`config.mk`:
```
export PLATFORM = sky130hd
export DESIGN_NAME = die2die_link_rx_flat
export DESIGN_NICKNAME = d
export VERILOG_FILES = /design/src/rtl/d2d_pkg.sv /design/src/rtl/die2die_link_rx_if.sv /design/src/rtl/die2die_rx_fifo.sv /design/src/rtl/die2die_link_rx.sv /design/src/flat_wrapper.sv
export SDC_FILE = /design/constraint.sdc
export NUM_CORES = 1
export LEC_CHECK = 0
export ABC_CLOCK_PERIOD_IN_PS = 8020
export CAP_MARGIN = 20
export CELL_PAD_IN_SITES_DETAIL_PLACEMENT = 2
export CELL_PAD_IN_SITES_GLOBAL_PLACEMENT = 2
export CORE_MARGIN = 5
export CORE_UTILIZATION = 42
export CTS_CLUSTER_SIZE = 25
export DETAILED_ROUTE_END_ITERATION = 8
export GPL_ROUTABILITY_DRIVEN = 0
export PLACE_DENSITY_LB_ADDON = 0.1
export SYNTH_ARGS = -nofsm -noshare
export SYNTH_HDL_FRONTEND = slang
export SYNTH_SLANG_ARGS = --single-unit
export TNS_END_PERCENT = 20
```
`constraint.sdc`:
```
create_clock -name clk -period 8.02 [get_ports clk]
set_input_delay 2.005 -clock clk [delete_from_list [all_inputs] [get_ports clk]]
set_output_delay 2.005 -clock clk [all_outputs]
set_load 0.02 [all_outputs]
```
`src/rtl/d2d_pkg.sv`:
```
// Shared die-to-die link definitions used by both the transmit and receive ends.
package d2d_pkg;

  localparam int unsigned D2D_CREDITS_DFLT = 8;
  localparam int unsigned D2D_WIDTH_DFLT   = 64;

  // Works for non-power-of-2 depths, where the pointer cannot simply overflow.
  function automatic int unsigned ptr_inc(int unsigned ptr, int unsigned depth);
    return (ptr + 1 == depth) ? 0 : ptr + 1;
  endfunction

endpackage

```
`src/rtl/die2die_link_rx_if.sv`:
```
// Flit path of the receive end: link side in, consumer side out.
// link_par exists only when D2D_RX_PARITY_EN is defined.
interface die2die_link_rx_if
  import d2d_pkg::*;
#(
  parameter int unsigned WIDTH = D2D_WIDTH_DFLT
);
  logic             link_valid;
  logic [WIDTH-1:0] link_data;
`ifdef D2D_RX_PARITY_EN
  logic             link_par;
`endif
  logic             out_valid;
  logic [WIDTH-1:0] out_data;
  logic             out_ready;

  modport master (
`ifdef D2D_RX_PARITY_EN
    output link_par,
`endif
    output link_valid, link_data, out_ready,
    input  out_valid, out_data
  );

  modport slave (
`ifdef D2D_RX_PARITY_EN
    input  link_par,
`endif
    input  link_valid, link_data, out_ready,
    output out_valid, out_data
  );
endinterface

```
`src/rtl/die2die_rx_fifo.sv`:
```
// CREDITS-deep first-word-fall-through buffer with wrap-around pointers.
module die2die_rx_fifo
  import d2d_pkg::*;
#(
  parameter int unsigned CREDITS = D2D_CREDITS_DFLT,
  parameter int unsigned WIDTH   = D2D_WIDTH_DFLT
) (
  input  logic                       clk,
  input  logic                       rstn,
  input  logic                       push,
  input  logic [WIDTH-1:0]           push_data,
  input  logic                       pop,
  output logic [WIDTH-1:0]           head,
  output logic [$clog2(CREDITS):0]   count
);
  localparam int unsigned PtrW = $clog2(CREDITS);
  localparam int unsigned CntW = PtrW + 1;

  logic [WIDTH-1:0] mem [CREDITS];
  logic [PtrW-1:0]  wr_ptr_q, wr_ptr_d, rd_ptr_q, rd_ptr_d;
  logic [CntW-1:0]  count_q, count_d;

  always_comb begin
    wr_ptr_d = wr_ptr_q;
    rd_ptr_d = rd_ptr_q;
    count_d  = count_q;
    if (push) wr_ptr_d = PtrW'(ptr_inc(32'(wr_ptr_q), CREDITS));
    if (pop)  rd_ptr_d = PtrW'(ptr_inc(32'(rd_ptr_q), CREDITS));
    case ({push, pop})
      2'b10:   count_d = count_q + CntW'(1);
      2'b01:   count_d = count_q - CntW'(1);
      default: count_d = count_q;
    endcase
  end

  always_ff @(posedge clk or negedge rstn) begin
    if (!rstn) begin
      wr_ptr_q <= '0;
      rd_ptr_q <= '0;
      count_q  <= '0;
    end else begin
      wr_ptr_q <= wr_ptr_d;
      rd_ptr_q <= rd_ptr_d;
      count_q  <= count_d;
    end
  end

  // Storage needs no reset; the head is qualified by count.
  always_ff @(posedge clk) begin
    if (push) mem[wr_ptr_q] <= push_data;
  end

  assign head  = mem[rd_ptr_q];
  assign count = count_q;

endmodule

```
`src/rtl/die2die_link_rx.sv`:
```
// Receive end of the credit-based die-to-die link: buffering, drop logic and credit return.
// Optional parity checking is enabled by defining D2D_RX_PARITY_EN.
module die2die_link_rx
  import d2d_pkg::*;
#(
  parameter int unsigned CREDITS = D2D_CREDITS_DFLT,
  parameter int unsigned WIDTH   = D2D_WIDTH_DFLT
) (
  input  logic                     clk,
  input  logic                     rstn,
  die2die_link_rx_if.slave         bus,
  output logic                     credit_ret,
  output logic [$clog2(CREDITS):0] occupancy,
  output logic                     ovf_err,
  output logic                     par_err
);
  localparam int unsigned CntW = $clog2(CREDITS) + 1;
  localparam int unsigned SumW = CntW + 1;

  logic             par_bad, push_ok, pop, full, drop_ovf, fifo_push;
  logic [WIDTH-1:0] head;
  logic [CntW-1:0]  count;
  logic [CntW-1:0]  pend_q, pend_d;
  logic [SumW-1:0]  pend_sum;
  logic             ovf_q;

`ifdef D2D_RX_PARITY_EN
  logic par_q;
  assign par_bad = bus.link_valid & (^{bus.link_data, bus.link_par});
  always_ff @(posedge clk or negedge rstn) begin
    if (!rstn) par_q <= 1'b0;
    else       par_q <= par_q | par_bad;
  end
  assign par_err = par_q;
`else
  assign par_bad = 1'b0;
  assign par_err = 1'b0;
`endif

  assign push_ok       = bus.link_valid & ~par_bad;
  assign bus.out_valid = (count != '0);
  assign pop           = bus.out_valid & bus.out_ready;
  assign full          = (count == CntW'(CREDITS));
  // A pop in the same cycle frees the slot, so a push at full is still legal then.
  assign drop_ovf      = push_ok & full & ~pop;
  assign fifo_push     = push_ok & ~drop_ovf;

  die2die_rx_fifo #(
    .CREDITS (CREDITS),
    .WIDTH   (WIDTH)
  ) u_fifo (
    .clk       (clk),
    .rstn      (rstn),
    .push      (fifo_push),
    .push_data (bus.link_data),
    .pop       (pop),
    .head      (head),
    .count     (count)
  );

  assign bus.out_data = bus.out_valid ? head : '0;
  assign occupancy    = count;

  // Parity-dropped flits still owe the transmitter a credit; overflow drops do not.
  always_comb begin
    pend_sum = {1'b0, pend_q} + SumW'(pop) + SumW'(par_bad) - SumW'(credit_ret);
    if (pend_sum > SumW'(CREDITS)) pend_d = CntW'(CREDITS);
    else                           pend_d = pend_sum[CntW-1:0];
  end

  always_ff @(posedge clk or negedge rstn) begin
    if (!rstn) begin
      pend_q <= '0;
      ovf_q  <= 1'b0;
    end else begin
      pend_q <= pend_d;
      ovf_q  <= ovf_q | drop_ovf;
    end
  end

  assign credit_ret = (pend_q != '0);
  assign ovf_err    = ovf_q;

endmodule

```
`src/flat_wrapper.sv`:
```
// flat-port wrapper written by rule: the top's interface ports become plain ports
module die2die_link_rx_flat import d2d_pkg::*;
#(
  parameter int unsigned CREDITS = D2D_CREDITS_DFLT,
  parameter int unsigned WIDTH   = D2D_WIDTH_DFLT
)
  (clk, rstn, credit_ret, occupancy, ovf_err, par_err, bus_link_valid, bus_link_data, bus_out_ready, bus_out_valid, bus_out_data);
  die2die_link_rx_if #(.WIDTH(WIDTH)) bus_i ();
  input  logic clk;
  input  logic rstn;
  output logic credit_ret;
  output logic [$clog2(CREDITS):0] occupancy;
  output logic ovf_err;
  output logic par_err;
  input wire logic [$bits(bus_i.link_valid)-1:0] bus_link_valid;
  input wire logic [$bits(bus_i.link_data)-1:0] bus_link_data;
  input wire logic [$bits(bus_i.out_ready)-1:0] bus_out_ready;
  output wire logic [$bits(bus_i.out_valid)-1:0] bus_out_valid;
  output wire logic [$bits(bus_i.out_data)-1:0] bus_out_data;
  assign bus_i.link_valid = bus_link_valid;
  assign bus_i.link_data = bus_link_data;
  assign bus_i.out_ready = bus_out_ready;
  assign bus_out_valid = bus_i.out_valid;
  assign bus_out_data = bus_i.out_data;
  die2die_link_rx #(.CREDITS(CREDITS), .WIDTH(WIDTH)) u_core (.clk(clk), .rstn(rstn), .bus(bus_i), .credit_ret(credit_ret), .occupancy(occupancy), .ovf_err(ovf_err), .par_err(par_err));
endmodule
```
==> results of run 1 <==
## state kept, by name, indices dropped and copies added, names as in the netlist
| register | cells |
|---|---|
| u_core.u_fifo.rd_ptr_q | 3 |
| u_core.ovf_err | 1 |
| u_core.u_fifo.wr_ptr_q | 3 |
| u_core.u_fifo.count | 4 |
| u_core.u_fifo.mem | 512 |
| u_core.pend_q | 4 |
## worst max path at each step
stage | slack, ns | start | to
6_report | 2.22 | u_core.u_fifo.rd_ptr_q[0] | bus_out_data[30]
5_1_grt | 1.97 | u_core.u_fifo.rd_ptr_q[0] | bus_out_data[30]
4_1_cts | 2.06 | u_core.u_fifo.rd_ptr_q[0] | bus_out_data[30]
3_5_place_dp | 2.72 | u_core.u_fifo.rd_ptr_q[0] | bus_out_data[30]
3_3_place_gp | 2.74 | bus_out_ready | u_core.u_fifo.mem[5][56]
2_1_floorplan | 0.37 | bus_out_ready | u_core.u_fifo.mem[4][0]
## logic make-up after synthesis
family	synth area share (%)
DFF	77.2
muxes	17.6
and+or+nand+nor	2.20
buffers and inverters	1.47
adders and majority gates	0.809
AOI/OAI and AO/OA	0.392
xor gates and xnor gates	0.343
other	0.0184
## stage by stage
stage	hold WS, ns	setup WS [ns]
2_1_floorplan	0.541	0.367
3_3_place_gp	0.505	2.74
3_5_place_dp	0.517	2.72
4_1_cts	0.532	2.06
5_1_grt	0.549	1.97
6_report	0.509	2.22
## worst max-delay path: stages, from the launching register on
cell and delay [ns]:
sky130_fd_sc_hd__dfrtp_4 1.02, sky130_fd_sc_hd__buf_12 0.50, sky130_fd_sc_hd__mux4_2 0.58, sky130_fd_sc_hd__mux2i_1 0.25, sky130_fd_sc_hd__nor2_1 0.09, sky130_fd_sc_hd__clkdlybuf4s50_1 0.59
## metal layers
metal / routed length [um] / vias to the layer above / part of all wire [%] / track usage, %
met5: 27 / - / 0.056 / 0
met4: 877 / 4 / 1.8 / 4.32
met3: 1890 / 62 / 3.9 / 3.17
met2: 24400 / 214 / 50 / 31.2
met1: 21200 / 5166 / 44 / 25.2
li1: - / 4136 / - / -
## cell usage in the layout, fill, tap and decap left out, types with 2 or more instances in the layout
master	n
sky130_fd_sc_hd__nand2b_1	4
sky130_fd_sc_hd__clkbuf_16	56
sky130_fd_sc_hd__inv_1	12
sky130_fd_sc_hd__diode_2	3
sky130_fd_sc_hd__a21oi_1	3
sky130_fd_sc_hd__dfrtp_1	12
sky130_fd_sc_hd__nor2_4	4
sky130_fd_sc_hd__nor3_1	5
sky130_fd_sc_hd__mux2_2	4
sky130_fd_sc_hd__clkdlybuf4s50_1	138
sky130_fd_sc_hd__or2_2	2
sky130_fd_sc_hd__clkinv_2	12
sky130_fd_sc_hd__edfxtp_1	512
sky130_fd_sc_hd__clkbuf_1	12
sky130_fd_sc_hd__or3_1	2
sky130_fd_sc_hd__nor3_2	4
sky130_fd_sc_hd__mux2i_1	66
sky130_fd_sc_hd__buf_12	3
sky130_fd_sc_hd__clkinv_1	7
sky130_fd_sc_hd__clkinvlp_4	4
sky130_fd_sc_hd__mux4_2	128
sky130_fd_sc_hd__nand3_1	4
sky130_fd_sc_hd__nand2_1	7
sky130_fd_sc_hd__dfrtp_4	3
sky130_fd_sc_hd__xor2_1	3
sky130_fd_sc_hd__fa_1	2
sky130_fd_sc_hd__nor2_1	66
sky130_fd_sc_hd__bufinv_16	8
sky130_fd_sc_hd__xnor2_1	5
sky130_fd_sc_hd__ha_1	10
sky130_fd_sc_hd__buf_4	18
## cell type report
class                      instances  area (um^2)  share of cell area, %
timing repair buffer             160         1600                   6.56
clock buffer                      68         1450                   5.91
tap                              615          769                   3.15
sequential                       527        15800                   64.4
multi-input combinational        333         4420                   18.1
antenna                            3         7.51                 0.0307
inverter                          12         45.0                  0.184
clock inverter                    35          410                   1.68
## report_power, final
part,total [W],switching [W],internal (W)
Sequential,0.00380,0.000333,0.00346
Combinational,0.00328,0.00170,0.00157
Clock,0.00261,0.00107,0.00155
==> impl_metrics.env, run 1 <==
export IMPL_vdd_ir_drop_worst_v=0.000290
export IMPL_area_after_dpl_um2=22600
export IMPL_synth_most_common_cell="sky130_fd_sc_hd__edfxtp_1"
export IMPL_fraction_of_synthesis_flops_using_an_asynchronous_set_or_reset_pin_pct=2.85
export IMPL_report_final_slew_viol_count=0
export IMPL_grt_start_max_net_pins=74
export IMPL_cts_repair_timing_setup_buffer_count=0
export IMPL_avg_inst_size_synth_um2=22.3
export IMPL_synth_top_area_share_pct=75.3
export IMPL_timing_reg2reg_worst_path_depth=13
export IMPL_final_setup_skew_ns=0.0136
export IMPL_rows=80
export IMPL_critical_path_required_ns=6.02
export IMPL_grt_first_pass_wirelength_mm=73.3
export IMPL_routed_via_count_divided_by_cell_count=5.47
export IMPL_ys_ff_latch=527
export IMPL_floorplan_die_width_um=230
export IMPL_yosys_top_cells_area="sky130_fd_sc_hd__edfxtp_1, sky130_fd_sc_hd__mux4_2, sky130_fd_sc_hd__mux2i_1, sky130_fd_sc_hd__dfrtp_1, sky130_fd_sc_hd__nor2_1"
export IMPL_min_period_ns=5.80
export IMPL_reg2reg_end="u_core.pend_q[3]"
export IMPL_timing_hold_worst_class="reg2reg"
export IMPL_p_leak_nw=8.03
export IMPL_endpoint_kind="output port"
export IMPL_cts_resized_gates=0
export IMPL_mappedNetlistArea_um2=20400
export IMPL_r2r_slack_ns=4.07
export IMPL_worstHoldEndpoint="u_core.ovf_err"
export IMPL_tritoncts="done"
export IMPL_achievable_frequency_mhz=172
export IMPL_fp_dieH_um=230
export IMPL_stdcell_area_um2=24500
export IMPL_synth_distinct_cells=36
export IMPL_portBuffers=138
export IMPL_wl_mm=48.4
export IMPL_timing_hold_worst_start="u_core.ovf_err"
export IMPL_cts_htree_levels=2
export IMPL_setup_worst_path_class="reg2out"
export IMPL_drt_drc_violations_left=0
export IMPL_layoutNonFillerInstCount=1753
export IMPL_drive_gt1_share_pct=22.6
export IMPL_synthesized_netlist_cell_count=917
export IMPL_clock_latency_ns=0.60
export IMPL_power_density_nw_per_um2=396
export IMPL_finalPower_w=0.00968
export IMPL_route_detailed_wl_per_inst_um=27.6
export IMPL_ys_top_cells_by_count="sky130_fd_sc_hd__edfxtp_1, sky130_fd_sc_hd__mux4_2, sky130_fd_sc_hd__nor2_1"
export IMPL_postSynthNetCount=997
export IMPL_finish_net_count=1170
export IMPL_synth_edf_count=512
export IMPL_rsz0062_at_grt="false"
export IMPL_antenna_left=0
export IMPL_syn2layout_area_growth_pct=19.9
export IMPL_cp_arrival_ns=3.80
export IMPL_tns_ns=0
export IMPL_total_instance_count_after_detailed_placement=1646
export IMPL_worst_setup_start_kind="flop"
export IMPL_cts_root_buf="sky130_fd_sc_hd__clkbuf_16"
export IMPL_timing_rr_start="u_core.u_fifo.count[1]"
export IMPL_yosysWarningCount=0
export IMPL_drt_pass1_iterations=4
export IMPL_pin_count=140
export IMPL_die_area_um2=53100
export IMPL_cap_viol_max_count=0
export IMPL_core_area_um2=47900
export IMPL_start_util_pct=42.6
export IMPL_setup_viol_count_final=0
export IMPL_vias=9582
export IMPL_worstHoldPathCells=1
export IMPL_post_dp_hpwl_mm=26.9
export IMPL_timing_max_slew_rel_slack_pct=29.7
export IMPL_outcome="finished, final reports clean"
export IMPL_ys_flop_type="sky130_fd_sc_hd__edfxtp_1"
export IMPL_holdBufCountCts=0
export IMPL_timing_hold_violations_final=0
export IMPL_layout_worst_path_cycle_share_pct=72.3
export IMPL_grt_pass1_vias=11000
export IMPL_cts_num_sinks=527
export IMPL_max_slew_worst_pin_slew_ns=1.05
export IMPL_clkSlewWorstSetupHoldPaths_ns=0.06
export IMPL_grt_overflow=0
export IMPL_grtUsageTotal_pct=18.4
export IMPL_finalCoreUtilization_pct=51.0
export IMPL_final_fill_count=4119
export IMPL_seq_area_frac_synth_pct=77.2
export IMPL_cts_buffers_inserted=56
export IMPL_yosysTopAreaCell="sky130_fd_sc_hd__edfxtp_1"
export IMPL_antenna_violations_before_repair=5
export IMPL_clock_tree_buffer_depth=3
export IMPL_drtIter0Drc=637
export IMPL_cp_max_fo=62
Power figures use the tool's default switching activity.
==> inputs of run 2 (changes only) <==
--- a/config.mk
+++ b/config.mk
@@ -5,12 +5,12 @@
 export SDC_FILE = /design/constraint.sdc
 export NUM_CORES = 1
 export LEC_CHECK = 0
-export ABC_CLOCK_PERIOD_IN_PS = 8020
+export ABC_CLOCK_PERIOD_IN_PS = 5700
 export CAP_MARGIN = 20
 export CELL_PAD_IN_SITES_DETAIL_PLACEMENT = 2
 export CELL_PAD_IN_SITES_GLOBAL_PLACEMENT = 2
 export CORE_MARGIN = 5
-export CORE_UTILIZATION = 42
+export CORE_UTILIZATION = 46
 export CTS_CLUSTER_SIZE = 25
 export DETAILED_ROUTE_END_ITERATION = 8
 export GPL_ROUTABILITY_DRIVEN = 0
==> constraint.sdc (replaced) <==
create_clock -name clk -period 5.7 [get_ports clk]
set_input_delay 1.425 -clock clk [delete_from_list [all_inputs] [get_ports clk]]
set_output_delay 1.425 -clock clk [all_outputs]
set_load 0.02 [all_outputs]
==> run 2 against run 1 <==
Count of clock-buffer cells in the layout is 2 higher. Sequential cell count is the same. Via count down 0.29%. Core utilization is 4.0 points higher. Sequential share of layout area rose by 0.61 points. Worst hold slack improved by 0.016 ns. Combinational power increased by 47%. Setup slack got worse by 1.3 ns.
==> impl_metrics.env, run 2 (synthesis results as in run 1) <==
export IMPL_fp_dieH_um=221
export IMPL_power_switching_fraction_pct=32.5
export IMPL_registers_top_by_ff_count="u_core.u_fifo.mem"
export IMPL_antenna_left=0
export IMPL_finish_net_count=1166
export IMPL_cts_buffers_inserted=54
export IMPL_critical_path_required_ns=4.28
export IMPL_cp_arrival_ns=3.31
export IMPL_clkSlewWorstSetupHoldPaths_ns=0.06
export IMPL_die_area_um2=48700
export IMPL_clkPwrFrac_pct=24.2
export IMPL_cp_cell_sequence="buf_4, mux4_2, mux2i_1, nor2_1, clkdlybuf4s50_1"
export IMPL_core_area_um2=44000
export IMPL_post_dp_hpwl_mm=28.0
export IMPL_cts_htree_levels=2
export IMPL_portBuffers=138
export IMPL_cpPeakStageDelay_ns=0.76
export IMPL_pin_count=140
export IMPL_final_fill_count=3652
export IMPL_antenna_violations_before_repair=6
export IMPL_drt_drc_violations_left=0
export IMPL_wl_mm=48.9
export IMPL_floorplan_die_width_um=221
export IMPL_clock_tree_buffer_depth=3
export IMPL_p_leak_nw=7.91
export IMPL_setup_worst_path_class="reg2out"
export IMPL_setup_viol_count_final=0
export IMPL_outcome="finished, final reports clean"
export IMPL_final_setup_skew_ns=0.0185
export IMPL_grtUsageTotal_pct=20.8
export IMPL_timing_hold_violations_final=0
export IMPL_vdd_ir_drop_worst_v=0.000304
export IMPL_power_density_nw_per_um2=545
export IMPL_layout_commonest_cell="sky130_fd_sc_hd__edfxtp_1"
export IMPL_cts_num_sinks=527
export IMPL_cellInternalPower_w=0.00893
export IMPL_total_instance_count_after_detailed_placement=1622
export IMPL_layout_worst_path_cycle_share_pct=83.1
export IMPL_tritoncts="done"
export IMPL_rsz0062_at_grt="false"
export IMPL_clock_latency_ns=0.60
export IMPL_grt_start_max_net_pins=65
export IMPL_cts_root_buf="sky130_fd_sc_hd__clkbuf_16"
export IMPL_critical_path_slowest_cell="sky130_fd_sc_hd__dfrtp_4"
export IMPL_buffers_inverters_on_critical_path=2
export IMPL_min_period_ns=4.74
export IMPL_power_frac_seq_pct=39.4
export IMPL_net_switching_power_w=0.00429
export IMPL_grt_overflow=0
export IMPL_largest_reg_flops=512
export IMPL_comb_power_share_pct=36.4
export IMPL_syn2layout_area_growth_pct=18.8
export IMPL_register_area_um2=15800
export IMPL_drt_pass1_iterations=5
export IMPL_layout_cells_most_common_list="sky130_fd_sc_hd__edfxtp_1, sky130_fd_sc_hd__clkdlybuf4s50_1, sky130_fd_sc_hd__mux4_2"
export IMPL_drive_gt1_share_pct=20.9
export IMPL_holdBufCountCts=0
export IMPL_worst_setup_start_kind="flop"
export IMPL_drtIter0Drc=598
export IMPL_rows=77
export IMPL_layoutNonFillerInstCount=1717
export IMPL_start_util_pct=46.3
export IMPL_tns_ns=0
export IMPL_report_final_slew_viol_count=0
export IMPL_cp_max_fo=25
export IMPL_timing_hold_worst_class="reg2reg"
export IMPL_route_detailed_wl_per_inst_um=28.5
export IMPL_achievable_frequency_mhz=211
export IMPL_grt_first_pass_wirelength_mm=74.3
export IMPL_cp_top_family="buffers and inverters"
export IMPL_grt_pass1_vias=11000
export IMPL_routed_via_count_divided_by_cell_count=5.56
export IMPL_cap_viol_max_count=0
export IMPL_timing_max_slew_rel_slack_pct=46.7
export IMPL_multi_input_comb_area_um2=4430
export IMPL_cts_resized_gates=0
export IMPL_cts_repair_timing_setup_buffer_count=0
export IMPL_max_slew_worst_pin_slew_ns=0.798
export IMPL_endpoint_kind="output port"
export IMPL_vias=9554
run 2: layer usage:
metal / global-route usage (%) / part of all wire (%) / up-vias
li1: - / - / 4117
met2: 35.9 / 52 / 206
met4: 4.59 / 1.7 / 10
met1: 27.9 / 41 / 5157
met3: 3.86 / 4.4 / 64
met5: 0 / 0.13 / -
run 2: through the flow:
| stage | total power, W | utilization (%) | hold WS, ns | setup slack, ns | cell area [um^2] |
|---|---|---|---|---|---|
| final | 0.0132 | 55.0 | 0.525 | 0.961 | 24200 |
| after global routing | 0.0139 | 55.0 | 0.549 | 0.739 | 24200 |
| after CTS | 0.0135 | 55.0 | 0.537 | 0.859 | 24200 |
| after detailed placement | 0.0102 | 51.5 | 0.524 | 1.39 | 22700 |
| after global placement | 0.0100 | 51.5 | 0.520 | 1.52 | 22700 |
| after floorplan | 0.00820 | - | 0.541 | -1.27 | 20400 |
run 2: final timing paths:
kind | start | to | slack (ns) | depth (start not counted)
setup / recovery | u_core.u_fifo.rd_ptr_q[0] | bus_out_data[48] | 0.96 | 5
hold / removal | u_core.ovf_err | u_core.ovf_err | 0.53 | 1
setup reg to reg | u_core.u_fifo.count[1] | u_core.pend_q[3] | 1.64 | 14
hold reg to reg | u_core.ovf_err | u_core.ovf_err | 0.53 | 1
max in group asynchronous | rstn | u_core.u_fifo.rd_ptr_q[2] | 3.87 | 1
min in group asynchronous | rstn | u_core.pend_q[3] | 1.28 | 1
run 2: power by group through the flow:
stage / clock, W / sequential, W / combinational (W)
after floorplan: 0 / 0.00513 / 0.00307
after global placement: 0 / 0.00524 / 0.00480
after detailed placement: 0 / 0.00530 / 0.00491
after CTS: 0.00330 / 0.00523 / 0.00495
after global routing: 0.00350 / 0.00527 / 0.00515
final: 0.00320 / 0.00521 / 0.00481
run 2: layout make-up:
cell class | instances | area share (%)
multi-input combinational | 333 | 18.3
clock buffer | 70 | 5.91
tap | 592 | 3.06
clock inverter | 24 | 0.547
inverter | 12 | 0.186
antenna | 1 | 0.0103
timing repair buffer | 158 | 6.99
sequential | 527 | 65.0
run 2: worst reg2reg max path: cells and delay by family, from the launching register on:
kind	cells	cell delay (ns)
and+or+nand+nor	6	1.80
adders and majority gates	3	0.79
buffers and inverters	4	0.74
DFF	1	0.43
AOI/OAI and AO/OA	1	0.16
